**src/rtl/mult_div_unit.sv**
```systemverilog
// ---------------------------------------------------------------------------
// mult_div_unit : iterative shift-add multiply / restoring divide for HI/LO
// Rev 1.0
// ---------------------------------------------------------------------------
`default_nettype none

module mult_div_unit #(
  parameter int WIDTH = 32,
  parameter int CNT_W = $clog2(WIDTH) + 1
) (
  input  logic             clk,
  input  logic             reset,
  input  logic             start_mult,
  input  logic             start_div,
  input  logic             is_signed,
  input  logic [WIDTH-1:0] a,
  input  logic [WIDTH-1:0] b,
  output logic [WIDTH-1:0] hi_out,
  output logic [WIDTH-1:0] lo_out,
  output logic             busy,
  output logic             done,
  output logic             div_zero
);

  typedef enum logic [1:0] {IDLE, MULT, DIV, FINISH} state_t;

  state_t               state_q, state_d;
  logic [CNT_W-1:0]     cnt_q, cnt_d;
  logic [2*WIDTH-1:0]   acc_q, acc_d;
  logic [WIDTH-1:0]     opnd_q, opnd_d;
  logic [WIDTH-1:0]     hi_q, hi_d, lo_q, lo_d;
  logic                 neg_lo_q, neg_lo_d, neg_hi_q, neg_hi_d;
  logic                 is_div_q, is_div_d, dz_q, dz_d;
  logic                 done_q, done_d, dzo_q, dzo_d;

  logic [WIDTH-1:0]     mag_a, mag_b;
  logic [WIDTH:0]       add_sum, rem_sh, sub_diff;
  logic [2*WIDTH-1:0]   prod_fix;
  logic [WIDTH-1:0]     quo_fix, rem_fix;
  logic                 last_iter;

  assign mag_a = (is_signed && a[WIDTH-1]) ? -a : a;
  assign mag_b = (is_signed && b[WIDTH-1]) ? -b : b;

  // acc holds {partial product, multiplier} or {remainder, dividend/quotient}
  assign add_sum   = {1'b0, acc_q[2*WIDTH-1:WIDTH]} + (acc_q[0] ? {1'b0, opnd_q} : '0);
  assign rem_sh    = {acc_q[2*WIDTH-1:WIDTH], acc_q[WIDTH-1]};
  assign sub_diff  = rem_sh - {1'b0, opnd_q};
  assign last_iter = (cnt_q == CNT_W'(WIDTH - 1));

  assign prod_fix = neg_lo_q ? -acc_q : acc_q;
  assign quo_fix  = neg_lo_q ? -acc_q[WIDTH-1:0] : acc_q[WIDTH-1:0];
  assign rem_fix  = neg_hi_q ? -acc_q[2*WIDTH-1:WIDTH] : acc_q[2*WIDTH-1:WIDTH];

  always_comb begin
    state_d  = state_q;
    cnt_d    = cnt_q;
    acc_d    = acc_q;
    opnd_d   = opnd_q;
    neg_lo_d = neg_lo_q;
    neg_hi_d = neg_hi_q;
    is_div_d = is_div_q;
    dz_d     = dz_q;
    hi_d     = hi_q;
    lo_d     = lo_q;
    done_d   = 1'b0;
    dzo_d    = 1'b0;
    case (state_q)
      IDLE: begin
        if (start_mult) begin
          state_d  = MULT;
          cnt_d    = '0;
          acc_d    = {{WIDTH{1'b0}}, mag_b};
          opnd_d   = mag_a;
          neg_lo_d = is_signed & (a[WIDTH-1] ^ b[WIDTH-1]);
          neg_hi_d = 1'b0;
          is_div_d = 1'b0;
          dz_d     = 1'b0;
        end else if (start_div) begin
          state_d  = (b == '0) ? FINISH : DIV;
          cnt_d    = '0;
          acc_d    = {{WIDTH{1'b0}}, mag_a};
          opnd_d   = mag_b;
          neg_lo_d = is_signed & (a[WIDTH-1] ^ b[WIDTH-1]);
          neg_hi_d = is_signed & a[WIDTH-1];
          is_div_d = 1'b1;
          dz_d     = (b == '0);
        end
      end
      MULT: begin
        acc_d = {add_sum, acc_q[WIDTH-1:1]};
        cnt_d = cnt_q + CNT_W'(1);
        if (last_iter) state_d = FINISH;
      end
      DIV: begin
        if (!sub_diff[WIDTH]) acc_d = {sub_diff[WIDTH-1:0], acc_q[WIDTH-2:0], 1'b1};
        else                  acc_d = {rem_sh[WIDTH-1:0], acc_q[WIDTH-2:0], 1'b0};
        cnt_d = cnt_q + CNT_W'(1);
        if (last_iter) state_d = FINISH;
      end
      FINISH: begin
        done_d  = 1'b1;
        state_d = IDLE;
        if (dz_q) begin
          dzo_d = 1'b1;
        end else if (is_div_q) begin
          hi_d = rem_fix;
          lo_d = quo_fix;
        end else begin
          hi_d = prod_fix[2*WIDTH-1:WIDTH];
          lo_d = prod_fix[WIDTH-1:0];
        end
      end
      default: state_d = IDLE;
    endcase
  end

  always_ff @(posedge clk) begin
    if (reset) begin
      state_q  <= IDLE;
      cnt_q    <= '0;
      acc_q    <= '0;
      opnd_q   <= '0;
      neg_lo_q <= 1'b0;
      neg_hi_q <= 1'b0;
      is_div_q <= 1'b0;
      dz_q     <= 1'b0;
      hi_q     <= '0;
      lo_q     <= '0;
      done_q   <= 1'b0;
      dzo_q    <= 1'b0;
    end else begin
      state_q  <= state_d;
      cnt_q    <= cnt_d;
      acc_q    <= acc_d;
      opnd_q   <= opnd_d;
      neg_lo_q <= neg_lo_d;
      neg_hi_q <= neg_hi_d;
      is_div_q <= is_div_d;
      dz_q     <= dz_d;
      hi_q     <= hi_d;
      lo_q     <= lo_d;
      done_q   <= done_d;
      dzo_q    <= dzo_d;
    end
  end

  assign hi_out   = hi_q;
  assign lo_out   = lo_q;
  assign busy     = (state_q != IDLE);
  assign done     = done_q;
  assign div_zero = dzo_q;

endmodule

`default_nettype wire

```
**config.mk**
```make
export PLATFORM = sky130hd
export DESIGN_NAME = mult_div_unit
export DESIGN_NICKNAME = d
export VERILOG_FILES = /design/src/rtl/mult_div_unit.sv
export SDC_FILE = /design/constraint.sdc
export NUM_CORES = 1
export LEC_CHECK = 0
export ABC_AREA = 1
export CAP_MARGIN = 20
export CORE_MARGIN = 4
export CORE_UTILIZATION = 45
export CTS_CLUSTER_SIZE = 12
export DETAILED_ROUTE_END_ITERATION = 8
export PLACE_DENSITY_LB_ADDON = 0.2
export SLEW_MARGIN = 15
export SYNTH_ARGS = -nofsm -noshare
export SYNTH_HDL_FRONTEND = slang
export SYNTH_SLANG_ARGS = --single-unit
```
**constraint.sdc**
```tcl
create_clock -name clk -period 7.51 [get_ports clk]
set_clock_uncertainty 0.15 [all_clocks]
set_input_delay 1.1265 -clock clk [delete_from_list [all_inputs] [get_ports clk]]
set_output_delay 1.1265 -clock clk [all_outputs]
set_load 0.01 [all_outputs]
```
* Word-level counts from Yosys, hierarchy flattened
Cells that the tools add are included.
Operators by class: add/subtract/negate cells 8, multiply operators 0, div/mod/pow operators 0, magnitude comparators 0, equal/unequal tests 6, shift-type cells 0, muxes and demuxes 32, bitwise logic cells 5, reductions and logical operators 15
Operators by type and width (count):
- $mux 32 | 9
- $mux 64 | 4
- $pmux 64 s3 | 1
- $neg 32->32 | 4
- $neg 64->64 | 1
- $add 32x32->33 | 1
- $sub 33x32->33 | 1
- $logic_not 32->1 | 1
- $mux 6 | 2
- $pmux 6 s2 | 1
- $mux 1 | 11
- $reduce_and 2->1 | 5
- $add 6x1->6 const B | 1
- $eq 6x5->1 const B | 1
- $mux 2 | 3
- $pmux 2 s3 | 1
- $reduce_bool 2->1 | 3
- $eq 2x2->1 const B | 2
- $reduce_or 2->1 | 2
- $ne 3x3->1 const B | 1
- $reduce_bool 3->1 | 1
- $and 1x1->1 | 2
- $eq 2x1->1 const B | 1
- $logic_and 1x1->1 | 2
- 4 further kinds | 5
Storage, ports and cells: bits in registers 174, latch bits 0, bits in writable memories 0, bits in read-only memories 0, output and inout port bits 67, word-level logic and storage cells 78, memories 0

* Longest topological paths before layout
depth after elaboration 5, gate-level depth with buffers 21, depth with buffers taken out 19

* Worst setup path after synthesis
OpenSTA, ideal clock, no wires.
kind register -> register, start register acc_q[0], end register acc_q[59], setup time 132 ps, arrival time 2488 ps, setup slack 4740 ps, stages on the path, launching flop included 20, buffers on the path 2, cells stage by stage dfxtp_1 buf_2 clkbuf_1 nand2_1 inv_1 ha_1 inv_1 fa_1 o21ai_0 nand2_1 nand2b_1 nand2_1 nand2_1 nand2_1 nand2_1 nand2_1 nand3_1 nand2_1 nand2_1 a21oi_2
Between the ends: word-level cells in the longest chain between the ends 3
RTL lines:
- start: declaration | RTL line 29 | logic [2*WIDTH-1:0] acc_q, acc_d;
- start signal: assignment | RTL line 122 | acc_q <= '0;
- start signal: assignment | RTL line 135 | acc_q <= acc_d;
- $mux 32 | RTL line 46 | assign add_sum = {1'b0, acc_q[2*WIDTH-1:WIDTH]} + (acc_q[0] ? {1'b0, opnd_q} : '0);
- $add 32x32->33 | RTL line 46
- $pmux 64 s3 | RTL line 68 | case (state_q)
No other way between the ends. A chain may end at the register's enable or synchronous reset.

* Final worst setup path
start input port start_mult, end register opnd_q[15]
Between the ends: word-level cells in the longest chain between the ends 2, elaborated cells on any way between the ends 3
RTL lines:
- start: declaration | RTL line 13 | input logic start_mult,
- $reduce_bool 2->1 (no line)
- $reduce_and 2->1 (no line)
- end signal: assignment | RTL line 136 | opnd_q <= opnd_d;
- end: declaration | RTL line 30 | logic [WIDTH-1:0] opnd_q, opnd_d;
Parallel ways exist; a longest one is shown, timed or not.

==> flow_metrics.py <==
metrics = {
    "run_status": {
        "outcome": "finished clean",
    },
    "final_layout": {
        "finalNonFillerCells": 3704,
        "stdcell_area_um2": 19800,
        "diodes": 0,
        "final_layout_size_suffix_gt1_share_pct": 4.11,
        "synthToLayoutAreaGrowth_pct": 12.9,
        "post-route-util_pct": 51.4,
        "nNetsFinal": 3317,
    },
    "power": {
        "p_per_area_nw_per_um2": 275,
        "p_leak_nw": 9.87,
        "ir_worst_vdd_mv": 0.273,
        "total_power_mw": 5.45,
    },
    "global_routing": {
        "grt_pass1_vias": 19300,
        "antenna_found_initial": 1,
        "grt_max_degree": 87,
        "grt_usage_pct": 34.8,
        "grt_pass1_wl_mm": 113,
        "overflow": 0,
    },
    "floorplan": {
        "die_h_um": 205,
        "dieArea_um2": 42200,
        "die_x_um": 205,
        "ioPinCount": 136,
        "core_um2": 38600,
        "rows": 72,
        "start_util_pct": 45.5,
    },
    "synth": {
        "syn_nets": 3266,
        "ys_async_sr_fraction_pct": 0,
        "synth_top_area_share_pct": 19.9,
        "synth_edf_count": 0,
        "yosysUniqueCellTypes": 51,
        "synth_area_leader_cell": "dfxtp_1",
        "synth.area.top_cells": "dfxtp_1, nand2_1, inv_1",
        "synth_area_um2": 17500,
        "synth-main-ff-cell": "dfxtp_1",
        "synth_cells": 3122,
        "ys_seq_area_share_pct": 19.9,
        "yosysWarnings": 0,
        "synth.avg_cell_area_um2": 5.62,
        "ys_ff_latch": 174,
    },
    "routing": {
        "routedWlPerCell_um": 20.4,
        "first_pass_iters": 6,
        "drt-initial-drc-count": 2321,
        "vias": 21100,
        "drc": 0,
        "drtAntennaViolNets": 0,
        "avgViaCountPerCell": 5.69,
        "drt_wl_total_mm": 75.7,
    },
    "clocking": {
        "clock_latency_ps": 470,
        "cts_buffer_depth": 2,
        "postCtsHoldBufs": 0,
        "cts_root_buffer": "clkbuf_16",
        "tritoncts": "built",
        "cts_max_level": 4,
        "cts_buffers": 17,
        "cts_sinks": 174,
        "post_cts_buffers": 0,
        "cts.clk_slew.worst_paths_ps": 90,
        "post_cts_resized": 0,
    },
    "critical_path": {
        "crit_required_ps": 7760,
        "cp_max_fo": 35,
        "cp.arrival_ps": 5440,
        "crit_path_start_kind": "input pin",
        "cp-end-kind": "flop",
        "worstSetupPathType": "input pin to flop",
    },
    "timing": {
        "fmax_ghz": 0.193,
        "slew_viol_final": 0,
        "setup_viol": 0,
        "tns_ps": 0,
        "finalCritPeriodShare_pct": 69.1,
        "setup_slack_ps": 2320,
        "finalCriticalPeriod_ps": 5190,
        "timing.final.hold_violations": 0,
        "slew-limit-headroom_pct": 24.3,
        "rsz0062_at_grt": "false",
        "hold_slack_ps": 349,
        "worst_pin_slew_ps": 1140,
    },
    "placed_design": {
        "dp_hpwl_mm": 59.6,
        "post-place-ws_ps": 1960,
        "numPortBuffers": 135,
        "place_area_um2": 19200,
        "place_congestion": 1.05,
        "dp.cells": 3672,
    },
    "flow_run": {
        "drv_cap": 0,
    },
    "min_path": {
        "holdCritPathClass": "flop to flop",
    },
}
==> worst max-delay path, stage by stage <==
cell	delay (ps)
clkdlybuf4s50_1	470
buf_4	330
clkinv_1	810
a21oi_1	360
buf_4	320
inv_1	380
nor2_2	930
inv_2	300
a21oi_1	200
o21ai_0	110
inv_1	90
==> power by group <==
| group | switching (mW) | internal (mW) | leakage (nW) |
|---|---|---|---|
| clock | 0.513 | 0.461 | 0.302 |
| combinational | 2.26 | 0.929 | 8.15 |
| sequential | 0.181 | 1.10 | 1.42 |
==> logic make-up (layout without fill, tap and decap cells) <==
kind of cell / after synthesis / in the layout / share of synthesized area, %
and+or+nand+nor: 1648 / 1648 / 39.5
buffers and inverters: 571 / 635 / 12.4
AOI/OAI and AO/OA: 558 / 558 / 18.0
DFF: 174 / 174 / 19.9
xor gates and xnor gates: 96 / 96 / 4.79
adders and majority gates: 75 / 75 / 5.43
==> routing by layer <==
metal	vias up	wire length (µm)	GRT usage, %
met3	156	6690	6.05
met1	9689	32000	46.9
met2	1046	33300	54.9
met5	-	13	0
li1	10200	-	-
met4	2	3670	14.9
==> final cells by class <==
cell class,count,area (µm²)
repair buffers,149,1450
inverters,454,1700
fillers,4220,18700
clock inverters,15,204
flip-flops and latches,174,3480
well taps,518,648
clock buffers,17,425
multi-input cells,2377,11900
==> registers in the layout (all words and copies together), names as in the netlist <==
signal    count
is_div_q      1
done          1
cnt_q         6
acc_q        64
state_q       2
neg_lo_q      1
hi_out       32
lo_out       32
dz_q          1
opnd_q       32
div_zero      1
neg_hi_q      1
==> path summary, 6_finish.rpt <==
check                                start          to  slack (ps)  depth (start not counted)
worst max-delay path            start_mult  opnd_q[15]        2320                         11
worst min-delay path              cnt_q[1]    cnt_q[1]         350                          2
worst max register to register  state_q[0]    cnt_q[5]        2560                          9
worst min register to register    cnt_q[1]    cnt_q[1]         350                          2
==> layout by cell type, fill, tap and decap left out, drive strengths merged, types with 4 or more instances in the layout <==
cell type and n:
xor2 77, nor3 42, nand3b 16, o221ai 15
dfxtp 174, o31ai 5, buf 15, nor2 332
or2 16, a21o 7, o21bai 7, a21oi 225
clkbuf 17, clkdlybuf4s50 134, o22ai 27, nand4 41
nand3 242, clkinv 14, a22oi 6, and2 4
a221oi 8, o211ai 33, a211oi 4, xnor2 19
a31oi 15, inv 455, o21ai 198, ha 73
o21a 6, nand2 946
==> synthesized netlist by cell type, types with 5 or more instances <==
cell	n
a21o_1	7
a21oi_1	214
a21oi_2	9
a221oi_1	8
a22oi_1	6
a31oi_1	15
buf_1	7
buf_2	11
clkbuf_1	96
clkinv_1	6
dfxtp_1	174
ha_1	73
inv_1	432
inv_2	16
nand2_1	920
nand2_2	22
nand3_1	238
nand3b_1	16
nand4_1	41
nor2_1	324
nor2_2	7
nor3_1	41
o211ai_1	33
o21a_1	6
o21ai_0	193
o21ai_1	5
o21bai_1	7
o221ai_1	15
o22ai_1	27
o31ai_1	5
or2_2	15
xnor2_1	19
xor2_1	77
(Power assumes the default switching activity.)
